**src/rtl/alu_seq_pkg.sv**
```systemverilog
// alu_seq_pkg: state codes, ALU op codes and default width shared by alu_seq.
// Optional divide-by-zero trap selected in alu_seq by ALU_SEQ_DIV0_TRAP_EN.
package alu_seq_pkg;

   localparam int DW_DEFAULT = 18;

   typedef logic [1:0] state_t;

   localparam state_t ST_IDLE = 2'd0;
   localparam state_t ST_WAIT = 2'd1;
   localparam state_t ST_CAPT = 2'd2;
   localparam state_t ST_RESP = 2'd3;

   localparam logic [3:0] OP_ADD = 4'd0;
   localparam logic [3:0] OP_SUB = 4'd1;
   localparam logic [3:0] OP_MUL = 4'd2;
   localparam logic [3:0] OP_DIV = 4'd3;
   localparam logic [3:0] OP_MOD = 4'd4;
   localparam logic [3:0] OP_OR  = 4'd5;
   localparam logic [3:0] OP_AND = 4'd6;

   function automatic logic is_div_op(input logic [3:0] op);
      return (op == OP_DIV) || (op == OP_MOD);
   endfunction

endpackage

```
**src/rtl/alu_seq.sv**
```systemverilog
// alu_seq: request/response sequencer around an external registered ALU.
// Define ALU_SEQ_DIV0_TRAP_EN to trap div/mod by zero without using the ALU.
module alu_seq
   import alu_seq_pkg::*;
#(
   parameter int DW = DW_DEFAULT
) (
   input  logic          clk,
   input  logic          rst,
   input  logic          req_valid,
   output logic          req_ready,
   input  logic [3:0]    req_op,
   input  logic [DW-1:0] req_a,
   input  logic [DW-1:0] req_b,
   output logic [DW-1:0] alu_datA,
   output logic [DW-1:0] alu_datB,
   output logic [3:0]    alu_ctrl,
   input  logic [DW-1:0] alu_result,
   input  logic          alu_n,
   input  logic          alu_z,
   input  logic          alu_agtb,
   output logic          rsp_valid,
   input  logic          rsp_ready,
   output logic [DW-1:0] rsp_data,
   output logic          rsp_n,
   output logic          rsp_z,
   output logic          rsp_agtb,
   output logic          rsp_err
);

   state_t state;
   state_t state_nx;
   logic   accept;
   logic   trap;

   assign accept    = req_valid & req_ready;
   assign rsp_valid = (state == ST_RESP);

`ifdef ALU_SEQ_DIV0_TRAP_EN
   assign trap = is_div_op(req_op) && (req_b == '0);
`else
   assign trap = 1'b0;
`endif

   // Next-state: IDLE -> WAIT -> CAPT -> RESP, or IDLE -> RESP on a trap
   always_comb begin
      state_nx = state;
      case (state)
         ST_IDLE: begin
            if (accept) begin
               state_nx = trap ? ST_RESP : ST_WAIT;
            end
         end
         ST_WAIT: state_nx = ST_CAPT;
         ST_CAPT: state_nx = ST_RESP;
         ST_RESP: begin
            if (rsp_ready) begin
               state_nx = ST_IDLE;
            end
         end
         default: state_nx = ST_IDLE;
      endcase
   end

   // State register; ready is registered so it stays low through reset
   always_ff @(posedge clk or posedge rst) begin
      if (rst) begin
         state     <= ST_IDLE;
         req_ready <= 1'b0;
      end else begin
         state     <= state_nx;
         req_ready <= (state_nx == ST_IDLE);
      end
   end

   // ALU operand/control registers, held until the next non-trap accept
   always_ff @(posedge clk or posedge rst) begin
      if (rst) begin
         alu_ctrl <= 4'd0;
         alu_datA <= '0;
         alu_datB <= '0;
      end else if (accept && !trap) begin
         alu_ctrl <= req_op;
         alu_datA <= req_a;
         alu_datB <= req_b;
      end
   end

   // Response capture: ALU result in CAPT, zeros when a trap is taken
   always_ff @(posedge clk or posedge rst) begin
      if (rst) begin
         rsp_data <= '0;
         rsp_n    <= 1'b0;
         rsp_z    <= 1'b0;
         rsp_agtb <= 1'b0;
      end else if (state == ST_CAPT) begin
         rsp_data <= alu_result;
         rsp_n    <= alu_n;
         rsp_z    <= alu_z;
         rsp_agtb <= alu_agtb;
      end else if (accept && trap) begin
         rsp_data <= '0;
         rsp_n    <= 1'b0;
         rsp_z    <= 1'b0;
         rsp_agtb <= 1'b0;
      end
   end

`ifdef ALU_SEQ_DIV0_TRAP_EN
   // Error flag decided at accept time, held through the response
   always_ff @(posedge clk or posedge rst) begin
      if (rst) begin
         rsp_err <= 1'b0;
      end else if (accept) begin
         rsp_err <= trap;
      end
   end
`else
   assign rsp_err = 1'b0;
`endif

endmodule

```
**config.mk**
```make
export PLATFORM = sky130hd
export DESIGN_NAME = alu_seq
export DESIGN_NICKNAME = d
export VERILOG_FILES = /design/src/rtl/alu_seq_pkg.sv /design/src/rtl/alu_seq.sv
export SDC_FILE = /design/constraint.sdc
export NUM_CORES = 1
export LEC_CHECK = 0
export BUFFER_PORTS_ARGS = -buffer_cell sky130_fd_sc_hd__buf_2
export CAP_MARGIN = 15
export CORE_MARGIN = 3
export CORE_UTILIZATION = 40
export CTS_CLUSTER_SIZE = 12
export DETAILED_ROUTE_END_ITERATION = 10
export GPL_TIMING_DRIVEN = 0
export PLACE_DENSITY = 0.71
export SLEW_MARGIN = 5
export SYNTH_ARGS = -nofsm -noshare
export SYNTH_HDL_FRONTEND = slang
export SYNTH_SLANG_ARGS = --single-unit
```
**constraint.sdc**
```tcl
create_clock -name clk -period 2.08 [get_ports clk]
set_input_delay 0.208 -clock clk [delete_from_list [all_inputs] [get_ports clk]]
set_output_delay 0.208 -clock clk [all_outputs]
set_load 0.005 [all_outputs]
```
# == Word-level counts from Yosys, hierarchy flattened ==
# Index checks and enable logic that the tools add are counted.
# word_totals
reg_bits,64
input_bits,65
out_inout_bits,64
elab_cells,18
# classes
bitwise_logic,1
mux,3
eq_ne,3
n_reduce_logical,2
# ops
op,count
$pmux 2 s4,1
$eq 2x2->1 const B,2
$logic_not 2->1,2
$mux 2,2
$eq 2x1->1 const B,1
$and 1x1->1,1

# == Depth between registers and ports, before layout ==
# Gate-level depths: netlist (run 1).
# depth
depth_word,4
ltp_mapped,4
depth_no_buf,2

# == Worst setup path after synthesis (run 1) ==
# No wires, ideal clock.
# synth_timing
path_type,flip-flop to flip-flop
startpoint,register req_ready
endpoint,register alu_ctrl[3]
required_time_ns,1.955
t_arrival_ns,1.078
synth_period_minus_slack_ns,1.203
path_stages_with_launch,5
path_buffers,2
setup_slack_ns,0.877
cell_sequence,dfrtp_1 -> and2_4 -> buf_6 -> buf_12 -> mux2_4
# synth_between
elab_chain_cells,1
# synth_rtl
element,line_no,text
"start, declared",alu_seq.sv:11,"output logic req_ready,"
"start signal, assigned",alu_seq.sv:72,req_ready <= (state_nx == ST_IDLE);
$and 1x1->1,alu_seq.sv:36,assign accept = req_valid & req_ready;
"end signal, assigned",alu_seq.sv:83,alu_ctrl <= req_op;
"end, declared",alu_seq.sv:17,"output logic [3:0] alu_ctrl,"
# No other way between the ends.
# A chain may end at the register's enable or synchronous reset.

# == Final worst setup path (run 1) ==
# layout_timing
startpoint,register state[0]
endpoint,output port rsp_valid
# layout_between
elab_chain_cells,1
# layout_rtl
element,line_no,text
"start, declared",alu_seq.sv:31,state_t state;
"start signal, assigned",alu_seq.sv:71,state <= state_nx;
$eq 2x2->1,alu_seq.sv:37,assign rsp_valid = (state == ST_RESP);
"end, declared",alu_seq.sv:22,"output logic rsp_valid,"
# No other way between the ends.

==> results.json, run 1 <==
{
  "postCtsSetupRepairBufs": 0,
  "drt_pass1_iterations": 2,
  "rows": 29,
  "critical_path.slowest_cell": "dfrtp_1",
  "yosys.area.top_type": "dfrtp_1",
  "clkLatencyLatePin_ps": 330,
  "cts.sinks": 64,
  "grt_pass1_wl_um": 8224,
  "path_max_fanout": 7,
  "criticalPathCategory": "flop to output port",
  "vdd_drop_max_uv": 834.6,
  "drv_cap": 0,
  "clkTransAtPathRegs_ps": 70,
  "cp_slowest_stage_delay_ps": 460,
  "ys_async_sr_fraction_pct": 100.0,
  "start_kind": "flop",
  "root_buffer": "clkbuf_8",
  "yosys.area.top_type_share_pct": 59.18,
  "start_util_pct": 41.90,
  "tritoncts": "built",
  "place_hpwl_um": 3848,
  "core_area_um2": 6459,
  "via_per_inst": 4.462,
  "antenna_left": 0,
  "ys_seq_area_share_pct": 59.18,
  "hold_violations": 0,
  "area_growth_pct": 34.30,
  "timing.critical_path.buf_inv": 1,
  "timing.fmax_mhz": 769.0,
  "port_buffers": 127,
  "netlist_area_um2": 2706,
  "ctsResizeCount": 0,
  "routed_wirelength_um": 5343,
  "die_w_um": 88.26,
  "io_pins": 129,
  "synth-edff-count": 0,
  "drt_iter0_markers": 26,
  "cts_buffer_depth": 2,
  "critPathTopFamily": "flip-flops",
  "max_slew.worst_pin.slew_ps": 530.3,
  "synth.most_common_cell": "dfrtp_1",
  "power.leakage_nw": 1.890,
  "syn_inst": 144,
  "cp.required_ps": 1870,
  "cp_cell_sequence": "and2_1, buf_2",
  "synth_nets": 209,
  "power_density_nw_per_um2": 1523,
  "netlist_top_cells_area": "dfrtp_1, mux2_4, buf_12",
  "ys.warnings.count": 0,
  "hold_path_class": "input pin to flop",
  "die-area_um2": 7789,
  "syn_avg_cell_area_um2": 18.79,
  "gr-usage-all-layers_pct": 14.19,
  "gp_congestion": 0.6764,
  "antenna_cells": 0,
  "drc": 0,
  "h-tree-depth": 3,
  "post-route-period-util_pct": 62.52,
  "cts_buffers": 9,
  "skew_ps": 5.624,
  "synth-seq-cells": 64,
  "rsz0062_at_grt": "false",
  "setup_viol": 0,
  "status": "complete, no violations",
  "dr_total_vias": 1633,
  "finalPower_w": 0.005534,
  "fill_cells": 552,
  "wl_per_cell_um": 14.60,
  "fin_nets": 349,
  "grt_max_degree": 42,
  "final-max-slew-violation-count": 0,
  "slew_headroom_pct": 64.60,
  "drive_gt1_share_pct": 74.05,
  "synthTopCellsByCount": "dfrtp_1, mux2_4, buf_12",
  "grt_pass1_vias": 1660,
  "antenna_found_initial": 0,
  "endpoint_kind": "output port",
  "synth_cell_types": 17,
  "synth_ff_type": "dfrtp_1",
  "crit_arrival_ps": 1090,
  "worst_hold_slack_ps": 105.1,
  "period_minus_slack_ps": 1300,
  "gr-total-overflow": 0,
  "die_h_um": 88.26
}
==> per-layer routing <==
| layer | track usage [%] | part of all wire (%) | routed length [um] | vias to the layer above |
|---|---|---|---|---|
| li1 | - | - | - | 775 |
| met1 | 17.75 | 43 | 2286 | 772 |
| met3 | 7.542 | 9.4 | 501 | 6 |
| met4 | 4.533 | 1.1 | 59 | 0 |
| met5 | 0 | 0 | 0 | - |
| met2 | 21.28 | 47 | 2497 | 80 |
==> layout make-up <==
class / count / area [um2] / area share [%]
sequential: 64 / 1602 / 44.06
multi-input combinational: 71 / 979.7 / 26.95
timing repair buffer: 129 / 665.6 / 18.31
clock buffer: 13 / 148.9 / 4.096
buffer: 8 / 121.4 / 3.339
tap: 77 / 96.34 / 2.651
clock inverter: 3 / 17.52 / 0.4819
inverter: 1 / 3.754 / 0.1033
==> cells by family after synthesis <==
group                  after synthesis  share of synthesized area [%]
AO/OA/AOI/OAI                        4                          1.110
buffers and inverters                9                          4.623
flip-flops                          64                          59.18
multiplexers                        61                          33.56
other                                1                         0.1386
AND/OR/NAND/NOR                      5                          1.387
==> stage by stage <==
step / setup slack (ps) / TNS, ps / util (%) / instance area, um2 / std cells
after floorplan: 273.9 / 0 / - / 2706 / 144
after global placement: -468.9 / -29840 / 53.24 / 3438 / 348
after detailed placement: 810.5 / 0 / 53.55 / 3458 / 349
after CTS: 750.2 / 0 / 56.28 / 3635 / 366
after global routing: 679.3 / 0 / 56.28 / 3635 / 366
final: 779.6 / 0 / 56.28 / 3635 / 366
==> worst register-to-register path, cell delays in order, from the launching register on <==
cell and delay, ps:
dfrtp_1 400, and2_4 150, buf_6 140, buf_12 150, mux2_4 300
==> path summary, 6_finish.rpt <==
path                                   from  slack, ps      endpoint  cells after the start
worst max register to register    req_ready        810   alu_datA[8]                      4
worst min register to register  alu_ctrl[1]        500   alu_ctrl[1]                      1
worst min-delay path              req_a[12]        110  alu_datA[12]                      2
worst max-delay path               state[0]        780     rsp_valid                      2
max in group asynchronous               rst       1020  alu_datA[14]                      4
min in group asynchronous               rst        470   alu_datB[9]                      3
==> registers in the layout (all words and copies together), names as in the netlist <==
signal / count
alu_datA: 18
alu_datB: 18
rsp_data: 18
alu_ctrl: 4
state: 2
req_ready: 1
rsp_agtb: 1
rsp_n: 1
rsp_z: 1
==> power by group <==
part           switching [W]  internal (W)
registers           0.000353       0.00189
clock network       0.000448      0.000463
logic               0.000776       0.00161
total                0.00158       0.00396
==> cells in the final DEF, fill, tap and decap left out, drive strengths merged, types with 2 or more instances in the layout <==
cell type,netlist,layout
buf,8,136
dfrtp,64,64
mux2,61,61
clkbuf,0,13
clkinv,0,2
and2,2,2
==> repair_timing <==
item                                    CTS  global route
endpoints found under the hold margin    23             0
endpoints found under the setup margin    0             0
hold buffers                              1             0
Note: power is estimated with default switching activity, not from simulation.
==> run 2: changes to the inputs <==
--- a/config.mk
+++ b/config.mk
@@ -12,7 +12,7 @@
 export CTS_CLUSTER_SIZE = 12
 export DETAILED_ROUTE_END_ITERATION = 10
 export GPL_TIMING_DRIVEN = 0
-export PLACE_DENSITY = 0.71
+export PLACE_DENSITY = 0.73
 export SLEW_MARGIN = 5
 export SYNTH_ARGS = -nofsm -noshare
 export SYNTH_HDL_FRONTEND = slang
==> constraint.sdc (replaced) <==
create_clock -name clk -period 1.05 [get_ports clk]
set_input_delay 0.105 -clock clk [delete_from_list [all_inputs] [get_ports clk]]
set_output_delay 0.105 -clock clk [all_outputs]
set_load 0.005 [all_outputs]
==> run 2 against run 1 <==
The flow now finishes with violations (negative setup slack); critical endpoint is now alu_datB[14]; critical path depth up 2; wire length up 36%; sequential power increased by 99%; combinational power rose by 140%; power rose by 130%; highest routed layer unchanged; first-iteration DRC count rose to 2.8 times the previous value.
==> results.json, run 2 (same netlist as run 1, synthesis figures left out) <==
{
  "placed_cell_area_um2": 3471,
  "regToRegEndpoint": "alu_datB[14]",
  "skew_ps": 8.765,
  "clkTransAtPathRegs_ps": 70,
  "path_max_fanout": 5,
  "gp_congestion": 0.6868,
  "layout_common_cells": "buf_2, dfrtp_1, mux2_4",
  "gr-total-overflow": 0,
  "cts.sinks": 64,
  "rsz0062_at_grt": "true",
  "clockPowerShare_pct": 19.1,
  "timing.fmax_mhz": 788.5,
  "tritoncts": "built",
  "dr_total_vias": 1998,
  "cts_buffer_depth": 2,
  "antenna_left": 0,
  "p_switching_w": 0.003582,
  "drive_gt1_share_pct": 64.44,
  "grt_pass1_vias": 2156,
  "grt_max_degree": 37,
  "drt_pass1_iterations": 4,
  "drv_cap": 0,
  "p_sw_share_pct": 28.71,
  "drc": 0,
  "dp_cells": 349,
  "fin_ws_ps": -218.3,
  "period_minus_slack_ps": 1268,
  "start_util_pct": 41.90,
  "area_growth_pct": 66.34,
  "die_w_um": 88.26,
  "hold_path_end": "alu_datA[5]",
  "p_int_w": 0.008894,
  "reg2reg_setup_slack_ps": -220,
  "drt_iter0_markers": 73,
  "fin_nets": 420,
  "die_h_um": 88.26,
  "io_pins": 129,
  "stdcell_count": 437,
  "p_seq_share_pct": 35.7,
  "reg_top3": "alu_datA: 18 flops, alu_datB: 18 flops, rsp_data: 18 flops",
  "cp_cell_sequence": "and2_4, buf_12, clkbuf_16, mux2_4",
  "worstReg2RegStart": "req_ready",
  "mostFrequentLayoutCell": "buf_2",
  "cts_buffers": 9,
  "grt_pass1_wl_um": 10370,
  "setup_viol": 63,
  "endpoint_kind": "flop",
  "fill_cells": 452,
  "whs_path_depth": 2,
  "root_buffer": "clkbuf_8",
  "power.leakage_nw": 2.262,
  "hold_violations": 0,
  "min_from": "req_a[5]",
  "max_slew.worst_pin.slew_ps": 672.3,
  "port_buffers": 127,
  "routed_wirelength_um": 7243,
  "slew_headroom_pct": 54.93,
  "gr-usage-all-layers_pct": 17.81,
  "finalPower_w": 0.01248,
  "h-tree-depth": 3,
  "power_density_nw_per_um2": 2771,
  "violations": "negative setup slack",
  "rows": 29,
  "worst-r2r-cell-count": 4,
  "criticalPathCategory": "flop to flop",
  "clkLatencyLatePin_ps": 330,
  "status": "finished with violations",
  "wl_per_cell_um": 16.57,
  "vdd_drop_max_uv": 1858,
  "finish.instance_area_um2": 4502,
  "critical_path.slowest_cell": "dfrtp_1",
  "final-max-slew-violation-count": 0,
  "crit_start": "req_ready",
  "antenna_found_initial": 0,
  "die-area_um2": 7789,
  "core_area_um2": 6459,
  "place_hpwl_um": 4181,
  "start_kind": "flop",
  "post-route-period-util_pct": 120.8,
  "crit_arrival_ps": 1480,
  "comb_power_share_pct": 45.2,
  "cp.required_ps": 1260,
  "cp_slowest_stage_delay_ps": 380,
  "hold_path_class": "input pin to flop",
  "via_per_inst": 4.572,
  "antenna_cells": 0
}
==> run 2: cell count changes in the layout (fill, tap and decap cells not counted), sizes merged <==
cell	delta
clkinv	+1
clkinvlp	+1
bufinv	+2
clkbuf	-1
dlygate4sd3	+59
buf	+9
==> run 2: per-stage QoR <==
stage	setup TNS [ps]	util (%)	hold slack (ps)	setup slack, ps
after floorplan	-8568	-	236.3	-153.5
after global placement	-22900	53.43	336.2	-279.7
after detailed placement	-10800	53.74	233.6	-192.5
after global routing	-11670	69.70	0.7369	-236.3
after CTS	-9920	67.47	0.6883	-195.0
final	-9893	69.70	16.67	-218.3
==> run 2: routing by layer <==
layer	vias up	track usage [%]	part of all wire [%]
met4	0	8.242	1.7
li1	921	-	-
met5	-	0	0
met3	12	5.307	6.4
met1	980	19.40	38
met2	85	31.75	54
==> run 2: critical path, delay by kind of cell, from the launching register on <==
family / cells / cell delay [ps]
and+or+nand+nor: 1 / 180
muxes: 1 / 290
DFF: 1 / 380
buffers and inverters: 2 / 300
==> run 2: how the worst max path moves through the flow <==
stage / cells after the start / end / slack, ps
4_1_cts: 4 / alu_datA[16] / -200
6_report: 4 / alu_datB[14] / -220
5_1_grt: 4 / alu_datB[13] / -240
3_3_place_gp: 2 / state[0] / -280
2_1_floorplan: 4 / alu_ctrl[3] / -150
3_5_place_dp: 3 / rsp_data[10] / -190
==> run 2: area by class of cell <==
type / instances / area, um2 / area share [%]
plain buffers: 5 / 82.58 / 1.834
clock buffers: 10 / 137.6 / 3.057
clock inverters: 6 / 91.34 / 2.029
inverters: 1 / 7.507 / 0.1668
multi-input cells: 71 / 1006 / 22.35
flip-flops and latches: 64 / 1603 / 35.60
well taps: 77 / 96.34 / 2.140
repair buffers: 202 / 1473 / 32.71
repair inverters: 1 / 5.005 / 0.1112
==> run 2: power groups by stage <==
stage          registers [W]  logic [W]  clock network, W
3_5_place_dp         0.00446    0.00490                 0
2_1_floorplan        0.00456    0.00299                 0
5_1_grt              0.00461    0.00599           0.00258
6_report             0.00445    0.00564           0.00239
4_1_cts              0.00443    0.00547           0.00246
3_3_place_gp         0.00442    0.00478                 0
==> run 2: timing repair <==
action                                  CTS  global route
resized for setup                         7            13
setup buffers                             8             5
endpoints found under the setup margin   63           100
cloned                                    2             3
hold endpoints to repair                 78             9
hold buffers                             51             9
pin swaps                                 1             0
==> run 3: changes to the inputs <==
--- a/config.mk
+++ b/config.mk
@@ -5,14 +5,16 @@
 export SDC_FILE = /design/constraint.sdc
 export NUM_CORES = 1
 export LEC_CHECK = 0
+export ABC_AREA = 1
 export BUFFER_PORTS_ARGS = -buffer_cell sky130_fd_sc_hd__buf_2
 export CAP_MARGIN = 15
 export CORE_MARGIN = 3
 export CORE_UTILIZATION = 40
 export CTS_CLUSTER_SIZE = 12
 export DETAILED_ROUTE_END_ITERATION = 10
+export GPL_ROUTABILITY_DRIVEN = 1
 export GPL_TIMING_DRIVEN = 0
-export PLACE_DENSITY = 0.73
+export PLACE_DENSITY = 0.75
 export SLEW_MARGIN = 5
 export SYNTH_ARGS = -nofsm -noshare
 export SYNTH_HDL_FRONTEND = slang
==> run 3 against run 2 <==
The run still ends with negative setup slack left; power is 16% lower; first-iteration DRC count is 9.6% higher; worst setup slack better by 190 ps; die area down 6.9%; clock skew fell by 2.7 ps; clock power is 16% lower; cell count up 26%; register-to-register slack gained 270 ps; design area decreased by 12%; worst hold slack worse by 2.4 ps; combinational power is 28% lower; critical endpoint is now rsp_valid; critical path depth fell by 1.
==> results.json, run 3 <==
{
  "synth-edff-count": 0,
  "syn_inst": 280,
  "p_sw_share_pct": 35.51,
  "p_int_w": 0.006722,
  "power.leakage_nw": 2.302,
  "hold_violations": 0,
  "finalPower_w": 0.01042,
  "cts_buffer_depth": 2,
  "cp.required_ps": 940,
  "max_slew.worst_pin.slew_ps": 565.1,
  "antenna_found_initial": 0,
  "worst_hold_slack_ps": 14.25,
  "dp_slack_ps": 23.31,
  "netlist_top_cells_area": "dfrtp_1, nand2_1, nand3_1",
  "wl_met3_um": 631,
  "synth-seq-cells": 64,
  "synth_ff_type": "dfrtp_1",
  "worstReg2RegStart": "state[1]",
  "wl_met1_um": 2966,
  "timing.critical_path.buf_inv": 2,
  "criticalPathCategory": "flop to output port",
  "hold_path_class": "input pin to flop",
  "cts_buffers": 9,
  "drc": 0,
  "area_growth_pct": 58.96,
  "drt_iter0_markers": 80,
  "gp_congestion": 0.7595,
  "clkLatencyLatePin_ps": 330,
  "min_from": "alu_result[5]",
  "drv_cap": 0,
  "p_seq_share_pct": 41.5,
  "via_per_inst": 4.531,
  "dr_total_vias": 2492,
  "vdd_drop_max_uv": 1458,
  "wl_per_cell_um": 13.09,
  "die-area_um2": 7251,
  "rsz0062_at_grt": "true",
  "place_hpwl_um": 4432,
  "cp_slowest_stage_delay_ps": 440,
  "reg_top3": "alu_datA: 18 flops, alu_datB: 18 flops, rsp_data: 18 flops",
  "tritoncts": "built",
  "dp_cells": 483,
  "grt_max_degree": 40,
  "die_w_um": 85.16,
  "setup_viol": 1,
  "wl_met2_um": 3499,
  "netlist_area_um2": 2506,
  "power_density_nw_per_um2": 2616,
  "cp_cell_sequence": "nand2_2, inv_1, buf_2",
  "synthTopCellsByCount": "nand2_1, dfrtp_1, nand3_1",
  "start_util_pct": 41.83,
  "fin_ws_ps": -26.04,
  "path_max_fanout": 4,
  "crit_start": "state[0]",
  "timing.fmax_mhz": 929.3,
  "gr-usage-all-layers_pct": 20.80,
  "crit_arrival_ps": 970,
  "clkTransAtPathRegs_ps": 60,
  "synth_nets": 345,
  "critical_path.slowest_cell": "dfrtp_2",
  "endpoint_kind": "output port",
  "synth_cell_types": 12,
  "synth.most_common_cell": "nand2_1",
  "violations": "negative setup slack",
  "fin_nets": 536,
  "layout_common_cells": "nand2_1, buf_2, dfrtp_1",
  "critPathTopFamily": "flip-flops",
  "grt_pass1_vias": 2621,
  "root_buffer": "clkbuf_8",
  "skew_ps": 6.044,
  "period_minus_slack_ps": 1076,
  "highest_layer": "met4",
  "antenna_left": 0,
  "drt_pass1_iterations": 4,
  "die_h_um": 85.16,
  "grt_pass1_wl_um": 12050,
  "ys.warnings.count": 0,
  "gr-total-overflow": 0,
  "ys_async_sr_fraction_pct": 100.0,
  "rows": 28,
  "h-tree-depth": 3,
  "post-route-period-util_pct": 102.5,
  "ys_seq_area_share_pct": 63.90,
  "yosys.area.top_type": "dfrtp_1",
  "yosys.area.top_type_share_pct": 63.90,
  "clockPowerShare_pct": 19.3,
  "fill_cells": 493,
  "drive_gt1_share_pct": 34.95,
  "slew_headroom_pct": 62.12,
  "routed_wirelength_um": 7197,
  "antenna_cells": 0,
  "io_pins": 129,
  "stdcell_count": 550,
  "comb_power_share_pct": 39.2,
  "syn_avg_cell_area_um2": 8.951,
  "cts.sinks": 64,
  "start_kind": "flop",
  "mostFrequentLayoutCell": "nand2_1",
  "port_buffers": 127,
  "status": "finished with violations",
  "core_area_um2": 5991,
  "final-max-slew-violation-count": 0,
  "p_switching_w": 0.003701
}
run 3: cell count changes after synthesis, sizes merged, moves of 2 or more:
cell   before  now
inv         1    7
nor2        0    2
nand3       1   23
mux2       61    0
buf         8   16
and2        2    0
nand2       1  167
run 3: layout make-up:
class	instances	area, um2	area share (%)
buffer	14	107.6	2.701
sequential	64	1603	40.23
timing repair buffer	181	1181	29.65
clock buffer	12	145.1	3.643
clock inverter	3	42.54	1.068
inverter	7	30.03	0.7538
multi-input combinational	193	775.7	19.47
tap	75	93.84	2.356
timing repair inverter	1	5.005	0.1256
run 3: final timing paths:
check	endpoint	slack [ps]	depth (start not counted)
min	rsp_data[5]	10	3
max reg2reg	state[0]	50	4
max	rsp_valid	-30	3
min in group asynchronous	alu_datB[3]	370	3
min reg2reg	rsp_n	470	2
max in group asynchronous	state[0]	180	4
run 3: power groups by stage:
stage | Clock (W) | Combinational (W) | Sequential, W
after floorplan | 0 | 0.00200 | 0.00438
after global placement | 0 | 0.00378 | 0.00424
after detailed placement | 0 | 0.00391 | 0.00427
after CTS | 0.00207 | 0.00413 | 0.00427
after global routing | 0.00218 | 0.00466 | 0.00446
final | 0.00201 | 0.00408 | 0.00433
run 3: tightest hold or removal path, delay by kind of cell:
kind	cells	cell delay (ps)
AND/OR/NAND/NOR	2	120
buffers and inverters	1	80
run 3: metal layers:
metal	GRT usage (%)	vias up
met5	0	-
li1	-	1227
met1	25.89	1140
met2	34.75	116
met4	7.770	0
met3	5.534	9
run 3: cells by family (layout without fill, tap and decap cells):
group	Yosys count	in the layout	share of synthesized area (%)
AND/OR/NAND/NOR	192	192	30.30
flip-flops	64	64	63.90
buffers and inverters	23	218	5.641
other	1	1	0.1496
run 3: timing repair:
action,in CTS,in global routing
gates cloned,0,1
pin swaps,1,0
gates resized for setup,4,3
buffers inserted,2,0
endpoints found under the setup margin,1,92
hold buffers,51,0
endpoints found under the hold margin,75,0
run 3: stage by stage:
| step | TNS, ps | util [%] | cell area, um2 |
|---|---|---|---|
| 6_report | -26.04 | 66.50 | 3984 |
| 4_1_cts | -83.87 | 66.44 | 3980 |
| 2_1_floorplan | 0 | - | 2510 |
| 5_1_grt | -300.7 | 66.50 | 3984 |
| 3_3_place_gp | -12100 | 54.07 | 3239 |
| 3_5_place_dp | 0 | 54.41 | 3259 |
